[src/rtl/uart_pkg.sv]
// Shared UART constants and drain-state encoding for the serial demo.
package uart_pkg;

    localparam int unsigned CLK_FREQ = 25_000_000;
    localparam int unsigned BAUD     = 115_200;
    localparam int unsigned BYTE_W   = 8;

    typedef enum logic [1:0] {
        ST_IDLE      = 2'd0,
        ST_WAIT_BUSY = 2'd1,
        ST_WAIT_DONE = 2'd2
    } drain_state_t;

endpackage

[src/rtl/byte_fifo.sv]
// Synchronous byte FIFO with occupancy count, sticky overflow and a
// combinational head output for show-ahead reads.
module byte_fifo
    import uart_pkg::*;
#(
    parameter int unsigned DEPTH = 16,
    parameter int unsigned AW    = $clog2(DEPTH)
) (
    input  logic              clk,
    input  logic              rst,
    input  logic [BYTE_W-1:0] wr_data,
    input  logic              wr_en,
    input  logic              rd_en,
    output logic [BYTE_W-1:0] head_c,
    output logic              full,
    output logic              empty,
    output logic [AW:0]       count,
    output logic              overflow
);

    logic [BYTE_W-1:0] mem [DEPTH];
    logic [AW-1:0]     wr_ptr;
    logic [AW-1:0]     rd_ptr;
    logic              wr_acc;
    logic              rd_acc;

    // A write while full is dropped even if a pop happens in the same cycle.
    assign full   = (count == (AW+1)'(DEPTH));
    assign empty  = (count == '0);
    assign wr_acc = wr_en && !full;
    assign rd_acc = rd_en && !empty;
    assign head_c = mem[rd_ptr];

    // Storage write; contents need no reset since count gates visibility.
    always_ff @(posedge clk) begin
        if (wr_acc) begin
            mem[wr_ptr] <= wr_data;
        end
    end

    // Pointers, occupancy and sticky overflow.
    always_ff @(posedge clk) begin
        if (rst) begin
            wr_ptr   <= '0;
            rd_ptr   <= '0;
            count    <= '0;
            overflow <= 1'b0;
        end else begin
            if (wr_acc) begin
                wr_ptr <= wr_ptr + AW'(1);
            end
            if (rd_acc) begin
                rd_ptr <= rd_ptr + AW'(1);
            end
            if (wr_en && full) begin
                overflow <= 1'b1;
            end
            case ({wr_acc, rd_acc})
                2'b10:   count <= count + (AW+1)'(1);
                2'b01:   count <= count - (AW+1)'(1);
                default: count <= count;
            endcase
        end
    end

endmodule

[src/rtl/uart_tx_fifo.sv]
// Byte-buffered feeder for uart_tx: FIFO plus a drain FSM issuing one
// tx_start pulse per byte and pacing itself on tx_busy.
module uart_tx_fifo
    import uart_pkg::*;
#(
    parameter int unsigned DEPTH = 16,
    parameter int unsigned AW    = $clog2(DEPTH)
) (
    input  logic              clk,
    input  logic              rst,
    input  logic [BYTE_W-1:0] wr_data,
    input  logic              wr_en,
    output logic              full,
    output logic              empty,
    output logic [AW:0]       count,
    output logic              overflow,
    output logic [BYTE_W-1:0] tx_data,
    output logic              tx_start,
    input  logic              tx_busy
);

    drain_state_t      state_q;
    drain_state_t      state_d;
    logic              tx_start_d;
    logic [BYTE_W-1:0] tx_data_d;
    logic              pop_c;
    logic [BYTE_W-1:0] head_c;

    byte_fifo #(
        .DEPTH (DEPTH),
        .AW    (AW)
    ) u_fifo (
        .clk      (clk),
        .rst      (rst),
        .wr_data  (wr_data),
        .wr_en    (wr_en),
        .rd_en    (pop_c),
        .head_c   (head_c),
        .full     (full),
        .empty    (empty),
        .count    (count),
        .overflow (overflow)
    );

    // Drain FSM state and registered serializer handshake outputs.
    always_ff @(posedge clk) begin
        if (rst) begin
            state_q  <= ST_IDLE;
            tx_start <= 1'b0;
            tx_data  <= 8'h00;
        end else begin
            state_q  <= state_d;
            tx_start <= tx_start_d;
            tx_data  <= tx_data_d;
        end
    end

    // Next state: pop head when serializer idle, then wait for busy to rise and fall.
    always_comb begin
        state_d    = state_q;
        tx_start_d = 1'b0;
        tx_data_d  = tx_data;
        pop_c      = 1'b0;
        case (state_q)
            ST_IDLE: begin
                if (!empty && !tx_busy) begin
                    tx_data_d  = head_c;
                    tx_start_d = 1'b1;
                    pop_c      = 1'b1;
                    state_d    = ST_WAIT_BUSY;
                end
            end
            ST_WAIT_BUSY: begin
                if (tx_busy) begin
                    state_d = ST_WAIT_DONE;
                end
            end
            ST_WAIT_DONE: begin
                if (!tx_busy) begin
                    state_d = ST_IDLE;
                end
            end
            default: begin
                state_d = ST_IDLE;
            end
        endcase
    end

endmodule
[config.mk]
export PLATFORM = sky130hd
export DESIGN_NAME = uart_tx_fifo
export DESIGN_NICKNAME = d
export VERILOG_FILES = /design/src/rtl/uart_pkg.sv /design/src/rtl/byte_fifo.sv /design/src/rtl/uart_tx_fifo.sv
export SDC_FILE = /design/constraint.sdc
export NUM_CORES = 1
export LEC_CHECK = 0
export CAP_MARGIN = 40
export CORE_ASPECT_RATIO = 1.75
export CORE_MARGIN = 2
export CORE_UTILIZATION = 40
export CTS_CLUSTER_DIAMETER = 200
export DETAILED_ROUTE_END_ITERATION = 6
export HOLD_SLACK_MARGIN = 0.03
export PLACE_DENSITY = 0.58
export SLEW_MARGIN = 15
export SYNTH_ARGS = -nofsm -noshare
export SYNTH_HDL_FRONTEND = slang
export SYNTH_SLANG_ARGS = --single-unit
[constraint.sdc]
create_clock -name clk -period 4.49 [get_ports clk]
set_input_delay 0.449 -clock clk [delete_from_list [all_inputs] [get_ports clk]]
set_output_delay 0.449 -clock clk [all_outputs]
set_load 0.005 [all_outputs]
==> results.tsv, run 1 <==
metric	value	unit
cts_resized	0	
ys_top_cells_by_area	edfxtp_1, mux2i_1, dfxtp_1	
status	completed	
postSynthAreaPerCell	15.5	um2
yosys_warnings	0	
dr.pass1.iters	4	
critPathBufInv	1	
critPathKind	reg -> reg	
synth_top_area_cell	edfxtp_1	
synth_most_common_cell	edfxtp_1	
critPathSlowestCell	nor4_1	
reg2reg_slack	1.48	ns
grt_overflow	0	
dp_hpwl	8.94	mm
power_density	512	nW/um2
hp-class	reg -> reg	
final_nets	450	
htreeDepth	4	
initial_core_util	40.4	%
finalCritPeriodShare	67.0	%
cts_made_buffers	17	
crit_chain	nor4_1 -> a21boi_1 -> buf_4 -> ha_1 -> fa_1 -> a21o_1 -> a21oi_1 -> mux2i_1 -> mux2_2	
postRouteAntennaNets	0	
dieHeight	168	um
synth_top_area_share	62.4	%
final_util	47.0	%
busiest_layer	met2	
gp_congestion	0.826	
max_stage_delay	0.49	ns
fmax	332	MHz
core_region_area	15200	um2
clock_sinks	153	
cts_hold_buf	0	
clk_latency	0.43	ns
met1_usage	17.4	%
min_delay_worst_endpoint	u_fifo.overflow	
post-route-drc-count	0	
relSlewSlack	44.7	%
ios	29	
grt_use_met3	3.82	%
worstHoldPathCells	2	
via_count	3384	
portBuffers	28	
setup.worst_path.start_class	register	
ys.flop_type	edfxtp_1	
synth-edff-count	128	
grt_usage	16.8	%
cts_tree	done	
maxCapViolCount	0	
viasPerCell	5.40	
cts_buffer_depth	2	
antenna_found_initial	0	
grt_start_max_net_pins	44	
drt_iter0_drc	238	
hp-start	u_fifo.overflow	
peakVddDrop	0.177	mV
antenna_cells	0	
power.leakage	2.26	nW
die-area	16400	um2
finalHoldViolations	0	
clock_skew	0.0264	ns
tightest_slew	0.827	ns
post-cts-setup-buffer-count	0	
synth_seq_cells	153	
die_x	97.8	um
root_buffer	clkbuf_16	
grtUsageMet2	30.9	%
syn_inst	397	
endpoint_kind	register	
synthTopCellsByCount	edfxtp_1, mux2i_1, nor2_1	
r2r-end	u_fifo.count[4]	
syn_nets	419	
setup_tns	0	ns
cp_data_required_time	4.80	ns
rr_worst_depth	9	
wl	13.2	mm
cp_top_family	adder cells	
finalCriticalPeriod	3.01	ns
ys_types	40	
area_growth_syn_to_layout	16.3	%
final_layout_size_suffix_gt1_share	10.7	%
wire_per_inst	21.0	um
rows	60	
rsz0062_at_grt	no	
netlist_area	6160	um2
clk_pin_slew	0.06	ns
worstPathArrival	3.32	ns
setup_viol	0	
worstPathMaxFanout	20	
synth-async-reset-ratio	0	%
final_max_slew_viol_count	0	
grt_pass1_vias	3485	
yosysSeqAreaShare	70.5	%
grt_pass1_wl	20.1	mm
rr_startpoint	u_fifo.count[0]	
-- state kept, by name (all words and copies together), names as in the netlist --
name	count
u_fifo.wr_ptr	4
u_fifo.count	5
u_fifo.mem	128
u_fifo.rd_ptr	4
state_q	2
u_fifo.overflow	1
tx_start	1
tx_data	8
-- worst min-delay path, delay by kind of cell (launching register included) --
kind	cells	cell delay [ns]
simple gates	1	0.07
flops	1	0.33
compound gates	1	0.04
-- cells by family after synthesis --
group / synth area share, %
fa+ha+maj: 2.15
flops: 70.5
mux: 11.3
xor+xnor: 1.42
buf+inv: 2.54
simple gates: 6.15
compound gates: 5.89
-- worst max-delay path by stage --
stage | cells after the start | from | slack, ns | endpoint
2_1_floorplan | 9 | tx_busy | 1.86 | u_fifo.count[4]
3_3_place_gp | 10 | tx_busy | 1.21 | u_fifo.count[4]
3_5_place_dp | 10 | tx_busy | 1.12 | u_fifo.count[4]
4_1_cts | 9 | u_fifo.count[0] | 1.41 | u_fifo.count[4]
5_1_grt | 9 | u_fifo.count[0] | 1.22 | u_fifo.count[4]
6_report | 9 | u_fifo.count[0] | 1.48 | u_fifo.count[4]
-- power by group --
part	switching, mW	leakage, nW	internal (mW)
Clock	0.590	0.258	0.719
Sequential	0.0812	1.36	1.64
Combinational	0.337	0.640	0.302
Total	1.01	2.26	2.66
-- through the flow --
step           area, um2  total power [mW]  setup WS, ns  instances  hold WS, ns
2_1_floorplan       6160              2.12          1.86        397        0.444
3_3_place_gp        6580              2.37          1.21        592        0.462
3_5_place_dp        6610              2.40          1.12        594        0.462
4_1_cts             7150              3.70          1.41        626        0.480
5_1_grt             7160              3.83          1.22        627        0.514
6_report            7160              3.66          1.48        627        0.478
-- metal layers --
metal,routed length (um),vias to the layer above
li1,-,1594
met1,4730,1679
met2,7500,91
met3,481,20
met4,462,0
met5,0,-
-- final cells by class --
class                           instances  area (um2)
Clock buffer                           18         429
Clock inverter                         14         115
Fill cell                            1307        8080
Inverter                                5        18.8
Multi-Input combinational cell        215        1660
Sequential cell                       153        4350
Tap cell                              186         233
Timing Repair Buffer                   36         358
-- cells in the final DEF, fill, tap and decap left out, types with 3 or more instances in the layout --
cell type        netlist  routed
clkinvlp_4             0       4
dfxtp_1               25      24
clkdlybuf4s50_1        0      28
inv_6                  0       5
nand2_1                4       4
buf_4                  4       6
ha_1                   9       9
clkbuf_16              0      17
mux2i_1               64      64
xor2_1                 5       5
or3b_1                 3       3
a211oi_1               7       7
nor4_1                 9       9
inv_1                  5       5
nand3b_1               4       4
a21oi_1                4       4
edfxtp_1             128     128
o22ai_1               30      30
nor2_1                39      39
nor3_1                 6       6
xnor2_1                5       5
(Power assumes the default switching activity.)
==> run 2, diff against run 1 <==
clock period = 2.9 ns   (was 4.49 ns; I/O delays follow)
==> results.tsv, run 2 (synthesis results as in run 1) <==
metric	value	unit	change
ios	29		unchanged
finalCriticalPeriod	2.67	ns	was 3.01 ns
wl	13.2	mm	about the same
post-route-drc-count	0		unchanged
final_layout_size_suffix_gt1_share	14.5	%	was 10.7%
cp_data_required_time	3.19	ns	was 4.80 ns
final_nets	470		was 450
clk_latency	0.41	ns	was 0.43 ns
cts_hold_buf	0		unchanged
area_growth_syn_to_layout	19.7	%	was 16.3%
power.leakage	2.40	nW	was 2.26 nW
grt_pass1_wl	20.2	mm	was 20.1 mm
final_max_slew_viol_count	0		unchanged
fillCellCount	1277		was 1307
final_cell_mix	edfxtp_1, mux2i_1, nor2_1		unchanged
largest_reg_flops	128		unchanged
dieHeight	168	um	unchanged
grt_pass1_vias	3502		was 3485
initial_core_util	40.4	%	unchanged
rr_startpoint	u_fifo.count[2]		was u_fifo.count[0]
endpoint_kind	register		unchanged
cts_resized	0		unchanged
critPathKind	reg -> reg		unchanged
timing.final.ws_setup	0.234	ns	was 1.48 ns
top_register	u_fifo.mem		unchanged
clk_pin_slew	0.06	ns	about the same
grt_overflow	0		unchanged
cts_made_buffers	17		unchanged
crit_path_start	u_fifo.count[2]		was u_fifo.count[0]
relSlewSlack	47.9	%	was 44.7%
viasPerCell	5.28		was 5.40
antenna_found_initial	0		unchanged
fmax	375	MHz	was 332 MHz
post-cts-setup-buffer-count	0		unchanged
rows	60		unchanged
drt_iter0_drc	155		was 238
grt_usage	16.9	%	was 16.8%
cts_tree	done		unchanged
fin_area	7370	um2	was 7160 um2
htreeDepth	4		unchanged
core_region_area	15200	um2	unchanged
finalCritPeriodShare	91.9	%	was 67.0%
cts_buffer_depth	2		unchanged
gp_congestion	0.802		was 0.826
clock_sinks	153		unchanged
clock_skew	0.00837	ns	was 0.0264 ns
status	completed		unchanged
root_buffer	clkbuf_16		unchanged
die-area	16400	um2	unchanged
hp-start	u_fifo.overflow		unchanged
portBuffers	28		unchanged
placed_cell_area	6760	um2	was 6610 um2
via_count	3414		was 3384
worstPathMaxFanout	5		was 20
worstPathArrival	2.96	ns	was 3.32 ns
tightest_slew	0.780	ns	was 0.827 ns
wire_per_inst	20.3	um	was 21.0 um
antenna_cells	0		unchanged
place_ws	0.0142	ns	was 1.12 ns
setup.worst_path.start_class	register		unchanged
final_common_cell	edfxtp_1		unchanged
hp-class	reg -> reg		unchanged
dp_hpwl	9.01	mm	was 8.94 mm
maxCapViolCount	0		unchanged
power_density	807	nW/um2	was 512 nW/um2
die_x	97.8	um	unchanged
dr.pass1.iters	5		was 4
peakVddDrop	0.322	mV	was 0.177 mV
setup_viol	0		unchanged
grt_start_max_net_pins	37		was 44
postRouteAntennaNets	0		unchanged
setup_tns	0	ns	unchanged
rsz0062_at_grt	no		unchanged
final_util	48.4	%	was 47.0%
top_regs	u_fifo.mem x128, tx_data x8, u_fifo.count x5		unchanged
finalHoldViolations	0		unchanged
hold_ws	0.469	ns	was 0.478 ns
==> run 2: path summary, 6_finish.rpt <==
| path | end | slack, ns | depth (start not counted) |
|---|---|---|---|
| setup / recovery | u_fifo.count[4] | 0.23 | 8 |
| setup reg to reg | u_fifo.count[4] | 0.23 | 8 |
| hold reg to reg | u_fifo.overflow | 0.47 | 2 |
| hold / removal | u_fifo.overflow | 0.47 | 2 |
==> run 2: cell type report <==
cell class	instances	area (um2)	area share, %
tap	186	233	3.16
multi-input combinational	215	1660	22.5
clock buffer	18	429	5.82
inverter	5	18.8	0.255
timing repair buffer	56	503	6.82
clock inverter	14	183	2.48
sequential	153	4350	59.0
==> run 2: power by group <==
part | leakage [nW] | internal, mW | switching, mW
Sequential | 1.36 | 2.53 | 0.0969
Combinational | 0.742 | 0.500 | 0.564
Clock | 0.300 | 1.38 | 0.877
==> run 2: critical path, stage by stage, from the launching register on <==
cell and delay [ns]:
dfxtp_1 0.35, nor4_1 0.43, a21boi_1 0.17, ha_1 0.28, fa_1 0.42, a21o_1 0.17, a21oi_1 0.17, mux2i_1 0.22
mux2_2 0.34
==> run 2: per-stage QoR <==
step / power (mW) / std cells
6_report: 5.95 / 647
5_1_grt: 6.23 / 647
4_1_cts: 6.02 / 647
3_5_place_dp: 3.76 / 615
3_3_place_gp: 3.74 / 615
2_1_floorplan: 3.28 / 397
==> run 2: metal layers <==
| metal | part of all wire [%] | routed length [um] | track usage (%) | vias to the layer above |
|---|---|---|---|---|
| met5 | 0 | 0 | 0 | - |
| met4 | 2.6 | 340 | 8.33 | 0 |
| met1 | 39 | 5070 | 18.3 | 1707 |
| met2 | 57 | 7440 | 31.1 | 64 |
| met3 | 2.3 | 306 | 3.36 | 10 |
| li1 | - | - | - | 1633 |
==> run 3, diff against run 2 <==
clock period = 2.8 ns   (was 2.9 ns; I/O delays follow)
==> results.tsv, run 3 (synthesis results as in run 1) <==
metric	value	unit	change
status	completed		unchanged
critPathSlowestCell	nor4_2		was nor4_1
tightest_slew	0.749	ns	was 0.780 ns
hp-class	in -> reg		was reg -> reg
final_cell_mix	edfxtp_1, mux2i_1, nor2_1		unchanged
top_regs	u_fifo.mem x128, tx_data x8, u_fifo.count x5		unchanged
clk_latency	0.41	ns	about the same
fmax	386	MHz	was 375 MHz
final_nets	473		was 470
htreeDepth	4		unchanged
final_common_cell	edfxtp_1		unchanged
dieHeight	168	um	unchanged
worstPathMaxFanout	3		was 5
via_count	3460		was 3414
post-cts-setup-buffer-count	0		unchanged
rsz0062_at_grt	no		unchanged
hp-start	tx_busy		was u_fifo.overflow
grt_start_max_net_pins	30		was 37
finalCriticalPeriod	2.59	ns	was 2.67 ns
post-route-drc-count	0		unchanged
root_buffer	clkbuf_16		unchanged
cts_made_buffers	17		unchanged
setup_tns	0	ns	unchanged
final_max_slew_viol_count	0		unchanged
grt_overflow	0		unchanged
grt_pass1_vias	3673		was 3502
power_density	833	nW/um2	was 807 nW/um2
gp_congestion	0.811		was 0.802
wire_per_inst	20.2	um	was 20.3 um
antenna_found_initial	0		unchanged
power.leakage	2.41	nW	was 2.40 nW
maxCapViolCount	0		unchanged
cts_tree	done		unchanged
relSlewSlack	49.9	%	was 47.9%
r2r-end	u_fifo.count[4]		unchanged
setup_viol	0		unchanged
dp_hpwl	9.17	mm	was 9.01 mm
peakVddDrop	0.404	mV	was 0.322 mV
min_delay_worst_endpoint	state_q[0]		was u_fifo.overflow
top_register	u_fifo.mem		unchanged
viasPerCell	5.32		was 5.28
worstPathArrival	2.88	ns	was 2.96 ns
dr.pass1.iters	4		was 5
antenna_cells	0		unchanged
cp_data_required_time	3.10	ns	was 3.19 ns
crit_chain	nor4_2 -> a21boi_1 -> ha_1 -> fa_1 -> a21o_1 -> a21oi_1 -> mux2i_1 -> mux2_2		was nor4_1 -> a21boi_1 -> ha_1 -> fa_1 -> a21o_1 -> a21oi_1 -> mux2i_1 -> mux2_2
rr_worst_depth	8		unchanged
wl	13.2	mm	about the same
clock_sinks	153		unchanged
final_cells	650		was 647
place_ws	-0.0700	ns	was 0.0142 ns
timing.final.ws_setup	0.213	ns	was 0.234 ns
initial_core_util	40.4	%	unchanged
critPathKind	reg -> reg		unchanged
ios	29		unchanged
clock_skew	0.00972	ns	was 0.00837 ns
drt_iter0_drc	129		was 155
portBuffers	28		unchanged
final_layout_size_suffix_gt1_share	15.3	%	was 14.5%
die_x	97.8	um	unchanged
core_region_area	15200	um2	unchanged
clk_pin_slew	0.07	ns	was 0.06 ns
area_growth_syn_to_layout	20.0	%	was 19.7%
grt_pass1_wl	20.1	mm	was 20.2 mm
postRouteAntennaNets	0		unchanged
die-area	16400	um2	unchanged
rows	60		unchanged
setup.worst_path.start_class	register		unchanged
max_stage_delay	0.42	ns	was 0.43 ns
finalHoldViolations	0		unchanged
reg2reg_slack	0.21	ns	was 0.23 ns
worstHoldPathCells	2		unchanged
rr_startpoint	u_fifo.count[0]		was u_fifo.count[2]
grt_usage	16.7	%	was 16.9%
finalCritPeriodShare	92.4	%	was 91.9%
endpoint_kind	register		unchanged
largest_reg_flops	128		unchanged
cts_buffer_depth	2		unchanged
place_inst	618		was 615
==> run 3: worst max-delay path, delay by kind of cell (launching register included) <==
family / cells / cell delay (ns)
AOI/OAI and AO/OA: 3 / 0.51
adders and majority gates: 2 / 0.67
DFF: 1 / 0.32
muxes: 2 / 0.55
and+or+nand+nor: 1 / 0.42
==> run 3: layout make-up <==
cell class	count	area (um2)
Clock buffer	17	425
Clock inverter	15	179
Fill cell	1311	7850
Inverter	5	18.8
Multi-Input combinational cell	215	1670
Sequential cell	153	4350
Tap cell	186	233
Timing Repair Buffer	59	526
==> run 3: routing by layer <==
layer | track usage [%] | wire [um] | up-vias | part of all wire [%]
met5 | 0 | 0 | - | 0
met4 | 9.18 | 524 | 0 | 4.0
met3 | 3.40 | 486 | 29 | 3.7
met2 | 31.2 | 7270 | 101 | 55
met1 | 17.2 | 4880 | 1694 | 37
li1 | - | - | 1636 | -
==> run 3: power by group <==
part	switching, mW	internal [mW]	total, mW
clock	0.955	1.35	2.31
sequential	0.0997	2.62	2.72
combinational	0.596	0.535	1.13
==> run 3: timing repair <==
action | in CTS | in global routing
resized for setup | 0 | 1
endpoints found under the hold margin | 0 | 0
setup endpoints to repair | 0 | 1
hold buffers | 0 | 0
==> run 3: worst max path at each step <==
stage | slack [ns] | end | cells after the start | start
5_1_grt | 0.06 | u_fifo.count[4] | 8 | u_fifo.count[0]
3_3_place_gp | -0.008 | u_fifo.count[4] | 9 | tx_busy
4_1_cts | 0.02 | u_fifo.count[4] | 8 | u_fifo.count[0]
3_5_place_dp | -0.07 | u_fifo.count[4] | 9 | tx_busy
6_report | 0.21 | u_fifo.count[4] | 8 | u_fifo.count[0]
2_1_floorplan | 0.17 | u_fifo.count[4] | 9 | u_fifo.count[0]
==> run 3: per-stage QoR <==
stage          cell area [um2]  hold slack (ns)  utilization (%)  total power, mW
2_1_floorplan             6160            0.359                -             3.40
3_3_place_gp              6780            0.453             44.5             3.89
3_5_place_dp              6780            0.474             44.5             3.92
4_1_cts                   7390            0.466             48.5             6.22
5_1_grt                   7390            0.482             48.5             6.43
6_report                  7390            0.481             48.5             6.16
